<file path="src/rtl/cpu_pkg.sv">
// Shared definitions for the CPU controller and the execution datapath.
// Holds the bus and address widths, the ALU function-select encodings, the
// write-back source encodings and the bit positions inside the flag word.
package cpu_pkg;

  localparam int unsigned busSize      = 16;
  localparam int unsigned addressWidth = 4;
  localparam int unsigned fsWidth      = 3;
  localparam int unsigned memAddrWidth = 6;
  localparam int unsigned flagsWidth   = 4;

  // ALU function select
  typedef enum logic [fsWidth-1:0] {
    FsAdd = 3'b000,
    FsSub = 3'b001,
    FsAnd = 3'b010,
    FsOr  = 3'b011,
    FsXor = 3'b100,
    FsNot = 3'b101,
    FsShl = 3'b110,
    FsShr = 3'b111
  } fs_e;

  // Register write-back source select
  typedef enum logic [1:0] {
    SrcAlu   = 2'b00,
    SrcMem   = 2'b01,
    SrcBsel  = 2'b10,
    SrcFlags = 2'b11
  } result_src_e;

  // Flag word is {Z, N, C, V}
  localparam int unsigned FlagZ = 3;
  localparam int unsigned FlagN = 2;
  localparam int unsigned FlagC = 1;
  localparam int unsigned FlagV = 0;

  function automatic logic [flagsWidth-1:0] pack_flags(input logic z, input logic n,
                                                       input logic c, input logic v);
    logic [flagsWidth-1:0] f;
    f        = '0;
    f[FlagZ] = z;
    f[FlagN] = n;
    f[FlagC] = c;
    f[FlagV] = v;
    return f;
  endfunction

endpackage

</file>
<file path="src/rtl/cpu_alu.sv">
// Combinational 8-function ALU.
// Ports:
//   i_a      A operand
//   i_bsel   B operand (register or zero-extended constant, chosen upstream)
//   i_fs     function select (fs_e encoding)
//   o_result 16-bit truncated result
//   o_flags  {Z, N, C, V} computed from this result
module cpu_alu
  import cpu_pkg::*;
(
  input  logic [busSize-1:0]    i_a,
  input  logic [busSize-1:0]    i_bsel,
  input  logic [fsWidth-1:0]    i_fs,
  output logic [busSize-1:0]    o_result,
  output logic [flagsWidth-1:0] o_flags
);

  logic [busSize:0] w_sum;
  logic [busSize:0] w_diff;
  logic [busSize:0] w_shl;
  logic [busSize:0] w_shr;
  logic [3:0]       w_shamt;
  logic             w_add_ovf;
  logic             w_sub_ovf;
  logic             w_carry;
  logic             w_ovf;

  assign w_shamt = i_bsel[3:0];
  assign w_sum   = {1'b0, i_a} + {1'b0, i_bsel};
  // MSB of the extended difference is the borrow; C reports its inverse.
  assign w_diff  = {1'b0, i_a} - {1'b0, i_bsel};
  // The extra bit above/below the word catches the last bit shifted out;
  // a zero shift leaves it 0.
  assign w_shl   = {1'b0, i_a} << w_shamt;
  assign w_shr   = {i_a, 1'b0} >> w_shamt;

  assign w_add_ovf = (i_a[busSize-1] == i_bsel[busSize-1]) &&
                     (w_sum[busSize-1] != i_a[busSize-1]);
  assign w_sub_ovf = (i_a[busSize-1] != i_bsel[busSize-1]) &&
                     (w_diff[busSize-1] != i_a[busSize-1]);

  always_comb begin
    o_result = '0;
    w_carry  = 1'b0;
    w_ovf    = 1'b0;
    unique case (fs_e'(i_fs))
      FsAdd: begin
        o_result = w_sum[busSize-1:0];
        w_carry  = w_sum[busSize];
        w_ovf    = w_add_ovf;
      end
      FsSub: begin
        o_result = w_diff[busSize-1:0];
        w_carry  = ~w_diff[busSize];
        w_ovf    = w_sub_ovf;
      end
      FsAnd: o_result = i_a & i_bsel;
      FsOr:  o_result = i_a | i_bsel;
      FsXor: o_result = i_a ^ i_bsel;
      FsNot: o_result = ~i_a;
      FsShl: begin
        o_result = w_shl[busSize-1:0];
        w_carry  = w_shl[busSize];
      end
      FsShr: begin
        o_result = w_shr[busSize:1];
        w_carry  = w_shr[0];
      end
      default: o_result = '0;
    endcase
  end

  assign o_flags = pack_flags(~|o_result, o_result[busSize-1], w_carry, w_ovf);

endmodule

</file>
<file path="src/rtl/cpu_datapath.sv">
// Execution datapath: 16x16 register file, ALU, 64x16 data memory, status
// flags and a sticky halt bit. Responder to the controller's control word.
// Ports:
//   clk, reset          system clock; synchronous active-high reset
//   DA, AA, BA          destination / A-read / B-read (or constant) addresses
//   FS, MB              ALU function; B operand source (0 reg, 1 constant)
//   resultSource        write-back source (result_src_e)
//   RW, MW              register / data memory write enables
//   EOE                 end of execution, sets halted
//   A, D                combinational R[AA] and R[BA]
//   flags               registered {Z, N, C, V}
//   halted              sticky halt indicator
module cpu_datapath
  import cpu_pkg::*;
(
  input  logic                    clk,
  input  logic                    reset,
  input  logic [addressWidth-1:0] DA,
  input  logic [addressWidth-1:0] AA,
  input  logic [addressWidth-1:0] BA,
  input  logic [fsWidth-1:0]      FS,
  input  logic                    MB,
  input  logic [1:0]              resultSource,
  input  logic                    RW,
  input  logic                    MW,
  input  logic                    EOE,
  output logic [busSize-1:0]      A,
  output logic [busSize-1:0]      D,
  output logic [flagsWidth-1:0]   flags,
  output logic                    halted
);

  localparam int unsigned NumRegs  = 2 ** addressWidth;
  localparam int unsigned NumWords = 2 ** memAddrWidth;

  logic [busSize-1:0]    r_regs [NumRegs];
  logic [busSize-1:0]    r_dmem [NumWords];
  logic [flagsWidth-1:0] r_flags;
  logic                  r_halted;

  logic [busSize-1:0]      w_bsel;
  logic [busSize-1:0]      w_alu_result;
  logic [flagsWidth-1:0]   w_alu_flags;
  logic [memAddrWidth-1:0] w_mem_addr;
  logic [busSize-1:0]      w_mem_rdata;
  logic [busSize-1:0]      w_wb_data;
  logic                    w_commit;
  logic                    w_reg_we;
  logic                    w_flag_we;
  logic                    w_mem_we;

  // R0 is never written and is cleared by reset, so it always reads 0.
  assign A = r_regs[AA];
  assign D = r_regs[BA];

  assign w_bsel = MB ? {{(busSize-addressWidth){1'b0}}, BA} : D;

  cpu_alu u_alu (
    .i_a      (A),
    .i_bsel   (w_bsel),
    .i_fs     (FS),
    .o_result (w_alu_result),
    .o_flags  (w_alu_flags)
  );

  // Only the low address bits select a word; upper bits of A wrap.
  assign w_mem_addr  = A[memAddrWidth-1:0];
  assign w_mem_rdata = r_dmem[w_mem_addr];

  always_comb begin
    w_wb_data = '0;
    unique case (result_src_e'(resultSource))
      SrcAlu:   w_wb_data = w_alu_result;
      SrcMem:   w_wb_data = w_mem_rdata;
      SrcBsel:  w_wb_data = w_bsel;
      SrcFlags: w_wb_data = {{(busSize-flagsWidth){1'b0}}, r_flags};
      default:  w_wb_data = '0;
    endcase
  end

  // An EOE edge retires nothing; once halted, no further state changes.
  assign w_commit  = ~r_halted & ~EOE;
  assign w_reg_we  = w_commit & RW & (DA != '0);
  assign w_flag_we = w_commit & RW & (resultSource == SrcAlu);
  assign w_mem_we  = w_commit & MW;

  always_ff @(posedge clk) begin
    if (reset) begin
      for (int i = 0; i < NumRegs; i++) begin
        r_regs[i] <= '0;
      end
    end else if (w_reg_we) begin
      r_regs[DA] <= w_wb_data;
    end
  end

  // Stores always take the register value, never the MB constant.
  always_ff @(posedge clk) begin
    if (reset) begin
      for (int i = 0; i < NumWords; i++) begin
        r_dmem[i] <= '0;
      end
    end else if (w_mem_we) begin
      r_dmem[w_mem_addr] <= D;
    end
  end

  always_ff @(posedge clk) begin
    if (reset) begin
      r_flags  <= '0;
      r_halted <= 1'b0;
    end else begin
      if (w_flag_we) begin
        r_flags <= w_alu_flags;
      end
      if (EOE) begin
        r_halted <= 1'b1;
      end
    end
  end

  assign flags  = r_flags;
  assign halted = r_halted;

endmodule

</file>
<file path="config.mk">
export PLATFORM = sky130hd
export DESIGN_NAME = cpu_datapath
export DESIGN_NICKNAME = d
export VERILOG_FILES = /design/src/rtl/cpu_pkg.sv /design/src/rtl/cpu_alu.sv /design/src/rtl/cpu_datapath.sv
export SDC_FILE = /design/constraint.sdc
export NUM_CORES = 2
export LEC_CHECK = 0
export ABC_CLOCK_PERIOD_IN_PS = 9700
export CAP_MARGIN = 15
export CORE_MARGIN = 1
export CORE_UTILIZATION = 50
export DETAILED_ROUTE_END_ITERATION = 6
export GPL_ROUTABILITY_DRIVEN = 0
export PLACE_DENSITY = 0.66
export SYNTH_ARGS = -nofsm -noshare
export SYNTH_HDL_FRONTEND = slang
export SYNTH_SLANG_ARGS = --single-unit
export TNS_END_PERCENT = 20
</file>
<file path="constraint.sdc">
create_clock -name clk -period 9.7 [get_ports clk]
set_clock_uncertainty 0.05 [all_clocks]
set_input_delay 1.94 -clock clk [delete_from_list [all_inputs] [get_ports clk]]
set_output_delay 1.94 -clock clk [all_outputs]
set_load 0.005 [all_outputs]
</file>
Yosys cells after proc, flatten, opt, wreduce, memory -nomap -nowiden
Memory sizes are Yosys's and may differ from the RTL's.
Index checks and enable logic that the tools add are counted.
- bits of input ports: 23
- memories kept: 2
- word-level logic and storage cells: 62
- output and inout port bits: 37
- flip-flop bits (word level): 5
- memory bits (writable): 1280
- memories (memory ; depth ; bits a word ; read ports ; clocked after memory_dff ; wr ports ; line ; RTL):
    r_dmem ; 64 ; 16 ; 1 ; 0 ; 64 ; cpu_datapath.sv:37 ; logic [busSize-1:0] r_dmem [NumWords];
    r_regs ; 16 ; 16 ; 2 ; 0 ; 16 ; cpu_datapath.sv:36 ; logic [busSize-1:0] r_regs [NumRegs];
- bitwise logic cells: 12
- multiplexer cells: 19
- eq/ne operators: 14
- add/sub/neg operators: 2
- reductions and logical operators: 9
- shift-type cells: 2
- operators by type and width (kind ; number):
    16-bit case mux with 8 select lines ; 1
    16-bit case mux with 4 select lines ; 1
    16-bit 2-to-1 mux ; 3
    16-bit OR reduction ; 3
    16-bit by 16-bit adder with 17-bit output ; 1
    16-bit by 4-bit left shift with 17-bit output ; 1
    17-bit by 4-bit >> shifter with 17-bit output ; 1
    16-bit by 16-bit subtractor with 17-bit output ; 1
    16-bit bitwise AND ; 1
    16-bit inverter ; 1
    16-bit OR ; 1
    16-bit XOR ; 1
    3-bit == test (second input constant) ; 4
    1-bit 2-to-1 mux ; 10
    3-bit by 2-bit == test with 1-bit output (second input constant) ; 2
    6-bit 2-to-1 mux ; 1
    1-bit bitwise AND ; 5
    2-bit == test (second input constant) ; 2
    4-bit 2-to-1 mux ; 1
    1-bit case mux with 4 select lines ; 1
    4-bit nonzero test ; 1
    3-bit by 1-bit == test with 1-bit output (second input constant) ; 1
    3-bit logical NOT ; 1
    1-bit inequality test ; 3
    7 further kinds ; 10

Depth between registers and ports, before layout
- depth in word-level cells: 9
- depth in mapped cells: 25
- depth with buffers taken out: 20

Cells and area by module
Synthesis repeated with hierarchy kept, for this count alone.
- cells, all modules: 5354
- area total of the unflattened synthesis: 63799.9 um2
- by module, submodules not included (module ; sequential area each (um2) ; times used ; cells each ; area an instance (um2)):
    cpu_datapath ; 38537.0 ; 1 ; 4773 ; 59412.0
    cpu_alu ; 0.0 ; 1 ; 581 ; 4388.0

Worst setup path after synthesis
No wires, ideal clock.
- path kind: input to register
- start point: input port BA[0]
- end point: memory r_regs[10][14] (data pin)
- stages on the path: 25
- path buffers: 6
- setup time: 0.267 ns
- data arrival time: 7.235 ns
- data required time: 9.383 ns
- path slack: 2.148 ns
- cells stage by stage: buf_2 buf_1 buf_1 buf_1 mux4_2 nand2_1 nand3_1 o21ai_0 inv_1 nand2_1 ha_1 clkbuf_1 nor2b_1 a211oi_1 o21ai_0 a211oi_1 o31ai_1 a21oi_1 o21bai_1 o21ai_0 xnor2_1 a2111oi_0 o31a_1 buf_4 nor2_1
- RTL lines (element ; line ; RTL):
    start, declared ; cpu_datapath.sv:20 ; input logic [addressWidth-1:0] BA,
    end, declared ; cpu_datapath.sv:36 ;

Worst setup path after layout
- start point: input port BA[2]
- end point: output port D[13]
- cells in the longest elaborated chain, start to end: 1
- ends and longest elaborated chain (element ; line ; RTL):
    memory read 16 x 16 bit ; -- ;
    end, declared ; cpu_datapath.sv:28 ; output logic [busSize-1:0] D,
Every way passes these cells.

==> qor.txt <==
run status - completed
global router's overall resource usage - 30.21%
count of cell instances traversed by the critical path - 8
met3 routed WL - 24670 um
number of instances in the synthesized netlist - 4638
worst path setup slack after routing - 2175 ps
CP Data Required Time - 7710 ps
number of maximum-capacitance constraint violations - 0
Switching Power - 3793 uW
maximum fanout along the worst path - 29
most area-consuming cells after synthesis - sky130_fd_sc_hd__edfxtp_1 62%, sky130_fd_sc_hd__mux4_2 15%, sky130_fd_sc_hd__nor2_1 8.2%
compound-gate portion of the synthesized area - 4.009%
Setup Viol. Count Final - 0
floorplan core area - 0.1222 mm^2
register share of total power - 47.0%
setup bufs post-CTS - 0
Max-slew headroom - 12.87%
CTS Hold Buffers Added - 0
largest area contributor in the netlist - sky130_fd_sc_hd__edfxtp_1
Clock Sinks - 1285
Total Routed Length - 189800 um
proportion of layout cells with a drive suffix above 1 - 18.18%
net count reported at finish - 4729
clock tree from TritonCTS - yes
Post-synth EDFFs - 1280
crit path time final - 7525 ps
Slowest-stage cell, CP - sky130_fd_sc_hd__clkdlybuf4s50_1
share of power burned in the clock network - 36.3%
commonest non-fill, non-tap cell in the layout - sky130_fd_sc_hd__nor2_1
simple-gate share of the synthesized area - 12.84%
combinational family with the most area after synthesis - multiplexers
total congestion overflow after global routing - 0
number of detailed-route iterations in the first pass - 6
Top Metal Used - met5
Top-Level Pins - 60
Peak VDD IR - 0.2053 mV
die outline height - 353.6 um
Row Count - 128
area delta synth->final - 11.15%
number of cells upsized or downsized after cts - 0
number of buffers and inverters on the critical path - 6
Least-Margin Pin Slew - 1297 ps
cell family with the largest share of critical-path delay - buffers and inverters
number of placed instances, taps included - 6141
R2R Path End - r_regs[7][14]$_SDFFCE_PN0P_
post-route fraction of the period consumed by the critical path - 77.58%
data arrival time of the worst path - 5530 ps
share of synthesized registers carrying an async set or reset - 0%
FF-to-FF setup slack - 3850 ps
delay of the slowest critical-path stage - 770 ps
cts bufs inserted - 136
Warnings, synthesis - 0
maximum number of pins on one net before global-route repair - 110
Seq cells post-synth - 1285
amount of wire on met2 after detailed routing - 86930 um
post-layout instance area - 0.06868 mm^2
share of the synthesized area in the top cell type - 62.20%
number of I/O port buffers - 59
chain of cells forming the critical path - clkdlybuf4s50_1 -> inv_1 -> buf_4 -> nand3_1 -> o21ai_4 -> buf_4 -> inv_1 -> clkdlybuf4s50_1
global-route wire length before repair - 273400 um
DRC violation total after the first TritonRoute iteration - 6040
Worst setup SP type - primary input
post-route antenna net violation count - 0
Synth Area in Adders - 1.057%
origin of the critical flop-to-flop path - r_regs[0][1]$_SDFFCE_PN0P_
flip-flop cell with the highest count after synthesis - sky130_fd_sc_hd__edfxtp_1
placement-stage cell area - 0.06458 mm^2
initial antenna violation count - 3
HPWL reported at the end of detailed placement - 117700 um
internal portion of total power - 9730 uW
area of the die - 0.1250 mm^2
fraction of power spent switching nets - 28.05%
type of the worst setup path - primary input to primary output
fmax - 132.9 MHz
Avg Inst Size Synth - 13.32 um^2
xor/xnor cell area share of the yosys netlist - 0.1984%
count of distinct cell types in the synthesized netlist - 75
clock slew seen by the registers of the worst setup and hold paths - 60 ps
worst setup slack after placement - 1539 ps
non-filler instance count after layout - 6381
kind of capture point of the worst setup path - primary output
endpoint of the worst setup timing path - D[13]
clock tree root buffer cell - sky130_fd_sc_hd__clkbuf_16
commonest cells after routing, fill and taps aside - 1349 x sky130_fd_sc_hd__nor2_1, 1280 x sky130_fd_sc_hd__edfxtp_1, 398 x sky130_fd_sc_hd__mux4_2
Static Leakage - 0.02480 uW
via count - 41.14k
overall power - 13520 uW
# DRC - 0
clock latency of the later-clocked register in the worst-skew pair - 790 ps
unrepaired setup endpoints after global routing - false
number of slew-limit violations in the final report - 0
final-layout fill cell count - 9772
fraction of synthesized area in multiplexers - 16.31%
sequential element share of the synthesized area - 62.36%
setup total negative slack - 0 ps
kind of path behind the tightest hold check - flip-flop to flip-flop
vias in the first global route - 40.03k
routed length per instance - 29.74 um
part of the total power dissipated in combinational logic - 16.7%
maximum root-to-sink buffer count - 3
deepest level of the CTS H-tree - 4
Starting Density - 50.57%
Pwr Density - 196.9 mW/mm^2
worst reg2reg path depth - 16
post-synthesis cell area - 0.06179 mm^2
via count normalized by instance count - 6.448
x dimension of the die - 353.6 um
CP Launch Point - BA[2]
total count of hold-check failures in the final report - 0
wire length the detailed router placed on met1 - 69550 um
==> routing by layer <==
metal / vias up / global-route usage, %
li1: 17100 / -
met1: 20810 / 40.70
met2: 2755 / 46.14
met3: 473 / 8.716
met4: 4 / 12.71
met5: - / 0
==> registers in the layout, summed over array words and instances (netlist names) <==
name and flops:
flags 4, r_dmem 1024, halted 1, r_regs 256
==> synth_stat cells (21+ instances only) <==
master and instances:
sky130_fd_sc_hd__a21oi_1 57, sky130_fd_sc_hd__nand2_1 318, sky130_fd_sc_hd__inv_1 70, sky130_fd_sc_hd__edfxtp_1 1280, sky130_fd_sc_hd__clkbuf_1 291, sky130_fd_sc_hd__buf_2 53
sky130_fd_sc_hd__mux2i_1 89, sky130_fd_sc_hd__nor3_1 23, sky130_fd_sc_hd__o21ai_0 61, sky130_fd_sc_hd__a22oi_1 29, sky130_fd_sc_hd__ha_1 49, sky130_fd_sc_hd__buf_1 33
sky130_fd_sc_hd__nand3_1 69, sky130_fd_sc_hd__nor2b_1 41, sky130_fd_sc_hd__o22ai_1 31, sky130_fd_sc_hd__nor2_1 1352, sky130_fd_sc_hd__nand2b_1 92, sky130_fd_sc_hd__a32oi_1 21
sky130_fd_sc_hd__mux4_2 400
==> power by group through the flow <==
stage	Clock (uW)	Combinational, uW	Sequential (uW)
6_report	4910	2260	6360
5_1_grt	5140	2340	6370
4_1_cts	4950	2200	6360
3_5_place_dp	0	2200	6470
3_3_place_gp	0	2190	6460
2_1_floorplan	0	1390	6440
==> cells by family after synthesis <==
logic type,count (synthesis)
AOI/OAI and AO/OA,352
buffers and inverters,478
adders and majority gates,51
xor gates and xnor gates,14
and+or+nand+nor,1952
DFF,1285
muxes,505
other,1
==> stage by stage <==
step	hold WS [ps]	util [%]
final	470.4	56.21
after global routing	508.1	56.20
after CTS	468.9	56.19
after detailed placement	453.6	52.85
after global placement	443.9	52.82
after floorplan	434.0	-
==> worst min path at each step <==
stage	startpoint	to	slack [ps]	cells past startpoint
floorplan	flags[3]$_SDFFE_PP0P_	flags[3]$_SDFFE_PP0P_	430	2
global placement	halted$_SDFFE_PP0P_	halted$_SDFFE_PP0P_	440	2
detailed placement	halted$_SDFFE_PP0P_	halted$_SDFFE_PP0P_	450	2
CTS	halted$_SDFFE_PP0P_	halted$_SDFFE_PP0P_	470	2
global route	flags[3]$_SDFFE_PP0P_	flags[3]$_SDFFE_PP0P_	510	2
finish	halted$_SDFFE_PP0P_	halted$_SDFFE_PP0P_	470	2
==> worst min-delay path: cells and delay by family (launching register included) <==
| family | cells | cell delay, ps |
|---|---|---|
| flops | 1 | 340 |
| simple gates | 2 | 140 |
==> layout make-up <==
type                    count  area, um^2  share of cell area (%)
repair buffers            266        2177                   3.170
well taps                1625        2033                   2.960
diodes                      3       7.507                 0.01093
multi-input cells        2890       21550                   31.38
inverters                  76       285.3                  0.4154
flip-flops and latches   1285       38540                   56.11
clock inverters            67       519.2                  0.7560
clock buffers             169        3570                   5.197
No activity file was read; power rests on OpenSTA's default activity.
